### config.mk
export PLATFORM = sky130hd
export DESIGN_NAME = mistral_mul54_seq_flat
export DESIGN_NICKNAME = d
export VERILOG_FILES = /design/src/rtl/mistral_mul54_seq_if.sv /design/src/rtl/mistral_mul54_seq.sv /design/src/flat_wrapper.sv
export SDC_FILE = /design/constraint.sdc
export NUM_CORES = 2
export LEC_CHECK = 0
export CAP_MARGIN = 20
export CORE_MARGIN = 2
export CORE_UTILIZATION = 30
export CTS_CLUSTER_DIAMETER = 150
export DETAILED_ROUTE_END_ITERATION = 10
export GPL_ROUTABILITY_DRIVEN = 1
export HOLD_SLACK_MARGIN = 0.06
export SLEW_MARGIN = 10
export SYNTH_ARGS = -nofsm -noshare
export SYNTH_HDL_FRONTEND = slang
export SYNTH_HIERARCHICAL = 1
export SYNTH_SLANG_ARGS = --single-unit
export TNS_END_PERCENT = 20
### constraint.sdc
create_clock -name CLK -period 14.3 [get_ports CLK]
set_input_delay 3.575 -clock CLK [delete_from_list [all_inputs] [get_ports CLK]]
set_output_delay 3.575 -clock CLK [all_outputs]
set_load 0.005 [all_outputs]
### src/rtl/mistral_mul54_seq_if.sv
//------------------------------------------------------------------------------
//  Module   : mistral_mul54_seq_if
//  Purpose  : Handshake/data bundle for the 54x54 sequential multiplier.
//             master = operand producer / result consumer
//             slave  = multiplier sequencer
//  Signals  : in_valid/in_ready/in_a/in_b   operand channel
//             in_signed                     signed-operation flag
//                                           (only with MUL54_SIGNED_EN)
//             out_valid/out_ready/out_p     result channel
//             busy                          sequencer not idle
//  Config   : MUL54_SIGNED_EN adds the in_signed signal.
//  Revision : 1.0  initial release
//------------------------------------------------------------------------------
`default_nettype none

interface mistral_mul54_seq_if;
   logic          in_valid;
   logic          in_ready;
   logic [53:0]   in_a;
   logic [53:0]   in_b;
`ifdef MUL54_SIGNED_EN
   logic          in_signed;
`endif
   logic          out_valid;
   logic          out_ready;
   logic [107:0]  out_p;
   logic          busy;

   modport master (
`ifdef MUL54_SIGNED_EN
      output in_signed,
`endif
      output in_valid,
      output in_a,
      output in_b,
      output out_ready,
      input  in_ready,
      input  out_valid,
      input  out_p,
      input  busy
   );

   modport slave (
`ifdef MUL54_SIGNED_EN
      input  in_signed,
`endif
      input  in_valid,
      input  in_a,
      input  in_b,
      input  out_ready,
      output in_ready,
      output out_valid,
      output out_p,
      output busy
   );
endinterface

`default_nettype wire

### src/rtl/mistral_mul54_seq.sv
//------------------------------------------------------------------------------
//  Module   : mistral_mul54_seq
//  Purpose  : 54x54 -> 108-bit multiplier built from one shared 27x27 hard
//             multiplier. Each operand is split into 27-bit halves and the
//             four partial products are accumulated over four MUL cycles.
//  Ports    : CLK        clock, rising edge
//             ACLR       asynchronous active-low clear of all state
//             bus        mistral_mul54_seq_if.slave (valid/ready operand and
//                        result channels, busy indicator)
//  Params   : REG_PP     1 = register the partial product before the add
//                        (+1 cycle latency, shorter path)
//  Config   : `define MUL54_SIGNED_EN to add the in_signed flag and the
//             two's-complement correction state (CORR).
//  Latency  : accept edge -> out_valid: 4 (REG_PP=0) / 5 (REG_PP=1),
//             +1 for signed operations.
//  Revision : 1.0  initial release
//------------------------------------------------------------------------------
`default_nettype none

module mistral_mul54_seq #(
   parameter int REG_PP = 0
) (
   input  logic                     CLK,
   input  logic                     ACLR,
   mistral_mul54_seq_if.slave       bus
);

   localparam logic c_reg_pp = (REG_PP != 0);

   typedef enum logic [2:0] {
      ST_IDLE  = 3'd0,
      ST_MUL   = 3'd1,
      ST_DRAIN = 3'd2,
      ST_CORR  = 3'd3,
      ST_DONE  = 3'd4
   } state_t;

   state_t         r_state;
   state_t         w_state_next;
   logic [1:0]     r_step;
   logic [1:0]     w_step_next;
   logic [53:0]    r_a;
   logic [53:0]    r_b;
   logic [107:0]   r_acc;
   logic [107:0]   w_acc_next;
   logic [107:0]   r_out_p;

   logic [26:0]    w_mul_a;
   logic [26:0]    w_mul_b;
   logic [53:0]    w_mul_y;

   logic           w_accept;
   logic           w_add_en;
   logic [107:0]   w_add_val;
   logic           w_go_corr;
   logic [107:0]   w_corr_val;
   state_t         w_post_acc;

   // Place a 54-bit partial product at its weight for the given step:
   // step0 -> 0, steps 1/2 (cross terms) -> 27, step3 -> 54.
   function automatic logic [107:0] f_shift(input logic [53:0] p,
                                            input logic [1:0]  s);
      logic [107:0] v;
      v = {54'b0, p};
      case (s)
         2'd0:    f_shift = v;
         2'd3:    f_shift = v << 54;
         default: f_shift = v << 27;
      endcase
   endfunction

   //---------------------------------------------------------------------------
   // Handshake
   //---------------------------------------------------------------------------
   assign w_accept      = bus.in_valid && (r_state == ST_IDLE);
   assign bus.in_ready  = (r_state == ST_IDLE);
   assign bus.out_valid = (r_state == ST_DONE);
   assign bus.out_p     = r_out_p;
   assign bus.busy      = (r_state != ST_IDLE);

   //---------------------------------------------------------------------------
   // Shared multiplier. Inputs are forced to zero outside MUL so the hard
   // block does not toggle while idle. step[1] picks the a half, step[0]
   // the b half, giving AL*BL, AL*BH, AH*BL, AH*BH.
   //---------------------------------------------------------------------------
   assign w_mul_a = (r_state != ST_MUL) ? 27'd0 :
                    (r_step[1] ? r_a[53:27] : r_a[26:0]);
   assign w_mul_b = (r_state != ST_MUL) ? 27'd0 :
                    (r_step[0] ? r_b[53:27] : r_b[26:0]);

   MISTRAL_MUL27X27 #(
      .A_SIGNED (0),
      .B_SIGNED (0)
   ) u_mul (
      .A (w_mul_a),
      .B (w_mul_b),
      .Y (w_mul_y)
   );

   //---------------------------------------------------------------------------
   // Partial-product path: either straight into the adder, or through a
   // pipeline register carrying its own weight tag so the add can trail the
   // multiply by one cycle.
   //---------------------------------------------------------------------------
   generate
      if (REG_PP != 0) begin : g_pp_reg
         logic [53:0] r_pp;
         logic [1:0]  r_pp_tag;
         logic        r_pp_valid;

         always_ff @(posedge CLK or negedge ACLR) begin
            if (!ACLR) begin
               r_pp       <= '0;
               r_pp_tag   <= '0;
               r_pp_valid <= 1'b0;
            end else begin
               r_pp_valid <= (r_state == ST_MUL);
               if (r_state == ST_MUL) begin
                  r_pp     <= w_mul_y;
                  r_pp_tag <= r_step;
               end
            end
         end

         assign w_add_en  = r_pp_valid;
         assign w_add_val = f_shift(r_pp, r_pp_tag);
      end else begin : g_pp_comb
         assign w_add_en  = (r_state == ST_MUL);
         assign w_add_val = f_shift(w_mul_y, r_step);
      end
   endgenerate

   //---------------------------------------------------------------------------
   // Signed correction. Reading both operands as unsigned overcounts by
   // a53*b*2^54 + b53*a*2^54 (the a53*b53*2^108 term wraps away), so
   // subtracting those two terms yields the two's-complement product.
   //---------------------------------------------------------------------------
`ifdef MUL54_SIGNED_EN
   logic r_signed;

   always_ff @(posedge CLK or negedge ACLR) begin
      if (!ACLR) begin
         r_signed <= 1'b0;
      end else if (w_accept) begin
         r_signed <= bus.in_signed;
      end
   end

   assign w_go_corr  = r_signed;
   assign w_corr_val = (r_a[53] ? {r_b, 54'b0} : 108'd0) +
                       (r_b[53] ? {r_a, 54'b0} : 108'd0);
`else
   assign w_go_corr  = 1'b0;
   assign w_corr_val = '0;
`endif

   assign w_post_acc = w_go_corr ? ST_CORR : ST_DONE;

   //---------------------------------------------------------------------------
   // FSM: next state and accumulator
   //---------------------------------------------------------------------------
   always_comb begin
      w_state_next = r_state;
      w_step_next  = r_step;
      w_acc_next   = r_acc;

      case (r_state)
         ST_IDLE: begin
            if (w_accept) begin
               w_state_next = ST_MUL;
               w_step_next  = 2'd0;
               w_acc_next   = '0;
            end
         end

         ST_MUL: begin
            if (w_add_en) begin
               w_acc_next = r_acc + w_add_val;
            end
            w_step_next = r_step + 2'd1;
            if (r_step == 2'd3) begin
               // With a registered product the last term is still in the
               // pipeline register and needs one more cycle to land.
               w_state_next = c_reg_pp ? ST_DRAIN : w_post_acc;
            end
         end

         ST_DRAIN: begin
            if (w_add_en) begin
               w_acc_next = r_acc + w_add_val;
            end
            w_state_next = w_post_acc;
         end

         ST_CORR: begin
            w_acc_next   = r_acc - w_corr_val;
            w_state_next = ST_DONE;
         end

         ST_DONE: begin
            if (bus.out_ready) begin
               w_state_next = ST_IDLE;
            end
         end

         default: begin
            w_state_next = ST_IDLE;
         end
      endcase
   end

   //---------------------------------------------------------------------------
   // FSM: state register. The result register is loaded on the edge that
   // enters DONE so it survives the accumulator clear of the next accept.
   //---------------------------------------------------------------------------
   always_ff @(posedge CLK or negedge ACLR) begin
      if (!ACLR) begin
         r_state <= ST_IDLE;
         r_step  <= 2'd0;
         r_acc   <= '0;
         r_out_p <= '0;
         r_a     <= '0;
         r_b     <= '0;
      end else begin
         r_state <= w_state_next;
         r_step  <= w_step_next;
         r_acc   <= w_acc_next;
         if (w_accept) begin
            r_a <= bus.in_a;
            r_b <= bus.in_b;
         end
         if ((w_state_next == ST_DONE) && (r_state != ST_DONE)) begin
            r_out_p <= w_acc_next;
         end
      end
   end

endmodule

//------------------------------------------------------------------------------
//  Module   : MISTRAL_MUL27X27
//  Purpose  : Behavioural model of the 27x27 hard multiplier. Y is the low
//             54 bits of A*B, each operand sign- or zero-extended according
//             to A_SIGNED / B_SIGNED. When mapping onto the device the
//             library cell takes the place of this model.
//  Ports    : A[26:0], B[26:0] operands; Y[53:0] product
//  Revision : 1.0  initial release
//------------------------------------------------------------------------------
module MISTRAL_MUL27X27 #(
   parameter int A_SIGNED = 1,
   parameter int B_SIGNED = 1
) (
   input  logic [26:0] A,
   input  logic [26:0] B,
   output logic [53:0] Y
);

   logic [53:0] w_a_ext;
   logic [53:0] w_b_ext;

   assign w_a_ext = (A_SIGNED != 0) ? {{27{A[26]}}, A} : {27'b0, A};
   assign w_b_ext = (B_SIGNED != 0) ? {{27{B[26]}}, B} : {27'b0, B};
   assign Y       = w_a_ext * w_b_ext;

endmodule

`default_nettype wire
### src/flat_wrapper.sv
// flat-port wrapper written by rule: the top's interface ports become plain ports
module mistral_mul54_seq_flat 
#(
   parameter int REG_PP = 0
)
  (CLK, ACLR, bus_in_valid, bus_in_a, bus_in_b, bus_out_ready, bus_in_ready, bus_out_valid, bus_out_p, bus_busy);
  mistral_mul54_seq_if bus_i ();
  input  logic CLK;
  input  logic ACLR;
  input wire logic [$bits(bus_i.in_valid)-1:0] bus_in_valid;
  input wire logic [$bits(bus_i.in_a)-1:0] bus_in_a;
  input wire logic [$bits(bus_i.in_b)-1:0] bus_in_b;
  input wire logic [$bits(bus_i.out_ready)-1:0] bus_out_ready;
  output wire logic [$bits(bus_i.in_ready)-1:0] bus_in_ready;
  output wire logic [$bits(bus_i.out_valid)-1:0] bus_out_valid;
  output wire logic [$bits(bus_i.out_p)-1:0] bus_out_p;
  output wire logic [$bits(bus_i.busy)-1:0] bus_busy;
  assign bus_i.in_valid = bus_in_valid;
  assign bus_i.in_a = bus_in_a;
  assign bus_i.in_b = bus_in_b;
  assign bus_i.out_ready = bus_out_ready;
  assign bus_in_ready = bus_i.in_ready;
  assign bus_out_valid = bus_i.out_valid;
  assign bus_out_p = bus_i.out_p;
  assign bus_busy = bus_i.busy;
  mistral_mul54_seq #(.REG_PP(REG_PP)) u_core (.CLK(CLK), .ACLR(ACLR), .bus(bus_i));
endmodule
==> metrics.md <==
| Metric | Value |
|---|---|
| CTS sink count | around 330 |
| Clk_skew | 0.0375 ns |
| Nature of the critical path endpoint | register |
| Hold Path Stages | 2 |
| Worst path slowest cell | nor2_2 |
| Post-synthesis async set-or-reset flop share | 1.00 |
| Top cell by count, worst path | fa_1 |
| Slew HR | 0.220 |
| Worst r2r src | u_core/r_state[2]$_DFF_PN0_ |
| Core Footprint | ~0.15 mm^2 |
| RSZ-0062 raised after global routing | false |
| Critical Path RT | 14.80 ns |
| Max Fclk | ~78 MHz |
| CTS Buf Count | slightly above 40 |
| Clock-pin slew on the worst setup and hold paths | around 0.070 ns |
| Clock Latency Late Sink | between 0.6 and 0.7 ns |
| # IOs | 223 |
| Post-route ant nets | 0 |
| First-pass GRT wire length | between 200000 and 250000 um |
| Reg2Reg Depth | 40 |
| Initial Utilization | 0.302 |
| Layout cells sized above 1 | 0.0485 |
| Final min period | 12.80 ns |
| Cell count after synthesis | between 5000 and 6000 |
| Clk buf depth | 3 |
| PortBufs | 222 |
| Total Power | ~2.9 mW |
| H-tree levels | 2 |
| Vias in the first global route | approximately 40000 |
| Area growth syn-to-layout | 12.5% |
| Post-Syn Area | 0.0453 mm^2 |
| Worst Path Max Fanout | 34 |
| Power density over the cells | about 56 mW/mm^2 |
| Min-delay worst type | reg -> reg |
| LEAKAGE | ~25 nW |
| Die Ht | a little under 400 um |
| Status | finished clean |
| Row count | 142 |
| Top cell type's share of synthesized area | 0.276 |
| 1st-iter DRT viols | 2700 |
| Final HPWL DP | roughly 120000 um |
| Via density | between 5 and 6 |
| Wire per inst | between 20 and 25 um |
| Setup TNS | 0 ns |
| Most common cell in the netlist | nand2_1 |
| CTS tree | done |
| Total iterations of the first detailed-routing run | 5 |
| Max-Cap Viols | 0 |
| GRT Total Usage | 0.201 |
| Die footprint | 0.154 mm^2 |
| Cell taking the most area after synthesis | fa_1 |
| HP Start | u_core/bus.out_p[37]$_DFFE_PN0P_ |
| Sequential Area | 0.00824 mm^2 |
| Setup violators final | 0 |
| Seq/Total Area, Yosys | 0.182 |
| Worst slew pin tran | roughly 1.2 ns |
| GPL Wtd Cong | approximately 0.94 |
| Synth cell types | between 90 and 100 |
| Syn_nets | roughly 6500 |
| Seq cells post-synth | about 330 |
| VDD IR max | ~0.000075 V |
| Grt total ovfl | 0 |
| Crit path DAT | approximately 13 ns |
| Drt total wl | roughly 160000 um |
| CTS root buf | clkbuf_16 |
| Initial antenna violation count | 3 |
| Multi-input combinational cell area | between 0.03 and 0.04 mm^2 |
| Ys Warns | 6 |
| CP Launch Type | register |
| Synth top cells by count | nand2_1 (1252), inv_1 (780), fa_1 (625) |
| Post-CTS sizing | 0 |
| Vias | between 30000 and 40000 |
| Flop2flop setup slack | approximately 1.5 ns |
| Hold Crit Endpoint | u_core/bus.out_p[37]$_DFFE_PN0P_ |
| Synth Area per Inst | between 8 and 9 um^2 |
| Slew Limit Fails | 0 |
| Pin count of the biggest net entering global routing | slightly below 100 |
| Layout Utilization | 0.340 |
| DR DRC count | 0 |
| Synth area leaders | fa_1 (28%), dfrtp_1 (18%), nand2_1 (10%) |
| # nets final | 6523 |
| Hold_buf cts | 0 |
| Tcrit/Tclk final | 0.895 |
| Dominant synthesized flop cell | dfrtp_1 |
| Fillers | around 16000 |
| Final hold vios | 0 |
| Die width | a little under 400 um |
| Post-synth EDFFs | 0 |
| Post-CTS setup buffers | 0 |
| Crit path kind | reg -> reg |
| Worst R2R End | u_core/bus.out_p[94]$_DFFE_PN0P_ |
| Slowest cell delay on critical path | just over 0.7 ns |
[worst max-delay path, delay by kind of cell, from the launching register on]
| family | cells | cell delay [ns] |
|---|---|---|
| buf+inv | 8 | 1.18 |
| compound gates | 11 | 2.98 |
| simple gates | 11 | 3.39 |
| flops | 1 | 0.45 |
| mux | 1 | 0.26 |
| fa+ha+maj | 9 | 4.30 |
[cells in the final DEF (no fill, tap or decap), types with 26 or more instances in the layout]
cell,n
a21o_1,86
a21oi_1,234
a22o_1,26
a31oi_1,29
and2_1,335
buf_4,71
clkbuf_16,42
clkdlybuf4s50_1,221
dfrtp_1,327
fa_1,625
ha_1,309
inv_1,780
mux2_2,33
mux2i_1,64
nand2_1,1250
nand3_1,63
nand4_1,64
nor2_1,166
nor3_1,36
o21ai_0,206
o21ai_1,32
o21bai_1,40
xnor2_1,89
xor2_1,51
[layout make-up]
class	instances	area share
diodes	1	0.0000491
well taps	2016	0.0495
flip-flops and latches	329	0.162
inverters	781	0.0575
clock inverters	18	0.00427
clock buffers	54	0.0225
repair buffers	294	0.0545
multi-input cells	4028	0.650
[metrics by stage]
stage / instance area, um^2 / instances / worst slack [ns] / hold WS [ns]
floorplan: 45300 / 5451 / 3.76 / 0.445
detailed placement: 49600 / 7448 / 1.71 / 0.461
finish: 51000 / 7521 / 1.50 / 0.469
CTS: 51000 / 7520 / 1.68 / 0.476
global placement: 49600 / 7446 / 1.52 / 0.457
global route: 51000 / 7520 / 0.883 / 0.496
[power breakdown]
group	switching [mW]	leakage, nW	internal [mW]	total [mW]
Clock	0.454	0.651	0.624	1.08
Combinational	0.439	19.9	0.211	0.650
Sequential	0.0881	4.40	1.04	1.13
Total	0.981	25.0	1.88	2.86
[layer usage]
metal,GRT usage,share of wire,vias to the layer above
met4,0.0670,0.035,0
met1,0.267,0.43,19098
li1,-,-,17232
met5,0,0,-
met3,0.0265,0.056,264
met2,0.337,0.48,1202
[cells by family (layout without fill, tap and decap cells)]
| family | after synthesis | count (layout) | synth area share |
|---|---|---|---|
| adder cells (fa/ha/maj) | 936 | 936 | 0.362 |
| multiplexers | 98 | 98 | 0.0226 |
| AO/OA/AOI/OAI | 819 | 819 | 0.116 |
| buffers and inverters | 1094 | 1147 | 0.0915 |
| AND/OR/NAND/NOR | 2034 | 2034 | 0.200 |
| other | 1 | 2 | 0.0000827 |
| XOR/XNOR | 140 | 140 | 0.0270 |
| flip-flops | 329 | 329 | 0.182 |
[state kept, by name, indices dropped and copies added (netlist names)]
signal,count
u_core/r_step,2
u_core/r_a,54
u_core/bus.out_p,108
u_core/r_state,3
u_core/r_acc,108
u_core/r_b,54
[how the worst max path moves through the flow]
stage          slack, ns                                 to                        start  cells after the start
2_1_floorplan       3.76  u_core/bus.out_p[102]$_DFFE_PN0P_  u_core/r_state[2]$_DFF_PN0_                     45
3_3_place_gp        1.52   u_core/bus.out_p[94]$_DFFE_PN0P_  u_core/r_state[2]$_DFF_PN0_                     40
3_5_place_dp        1.71   u_core/bus.out_p[94]$_DFFE_PN0P_  u_core/r_state[2]$_DFF_PN0_                     40
4_1_cts             1.68   u_core/bus.out_p[94]$_DFFE_PN0P_  u_core/r_state[2]$_DFF_PN0_                     39
5_1_grt             0.88   u_core/bus.out_p[94]$_DFFE_PN0P_  u_core/r_state[2]$_DFF_PN0_                     41
6_report            1.50   u_core/bus.out_p[94]$_DFFE_PN0P_  u_core/r_state[2]$_DFF_PN0_                     40
Power figures use the tool's default switching activity.
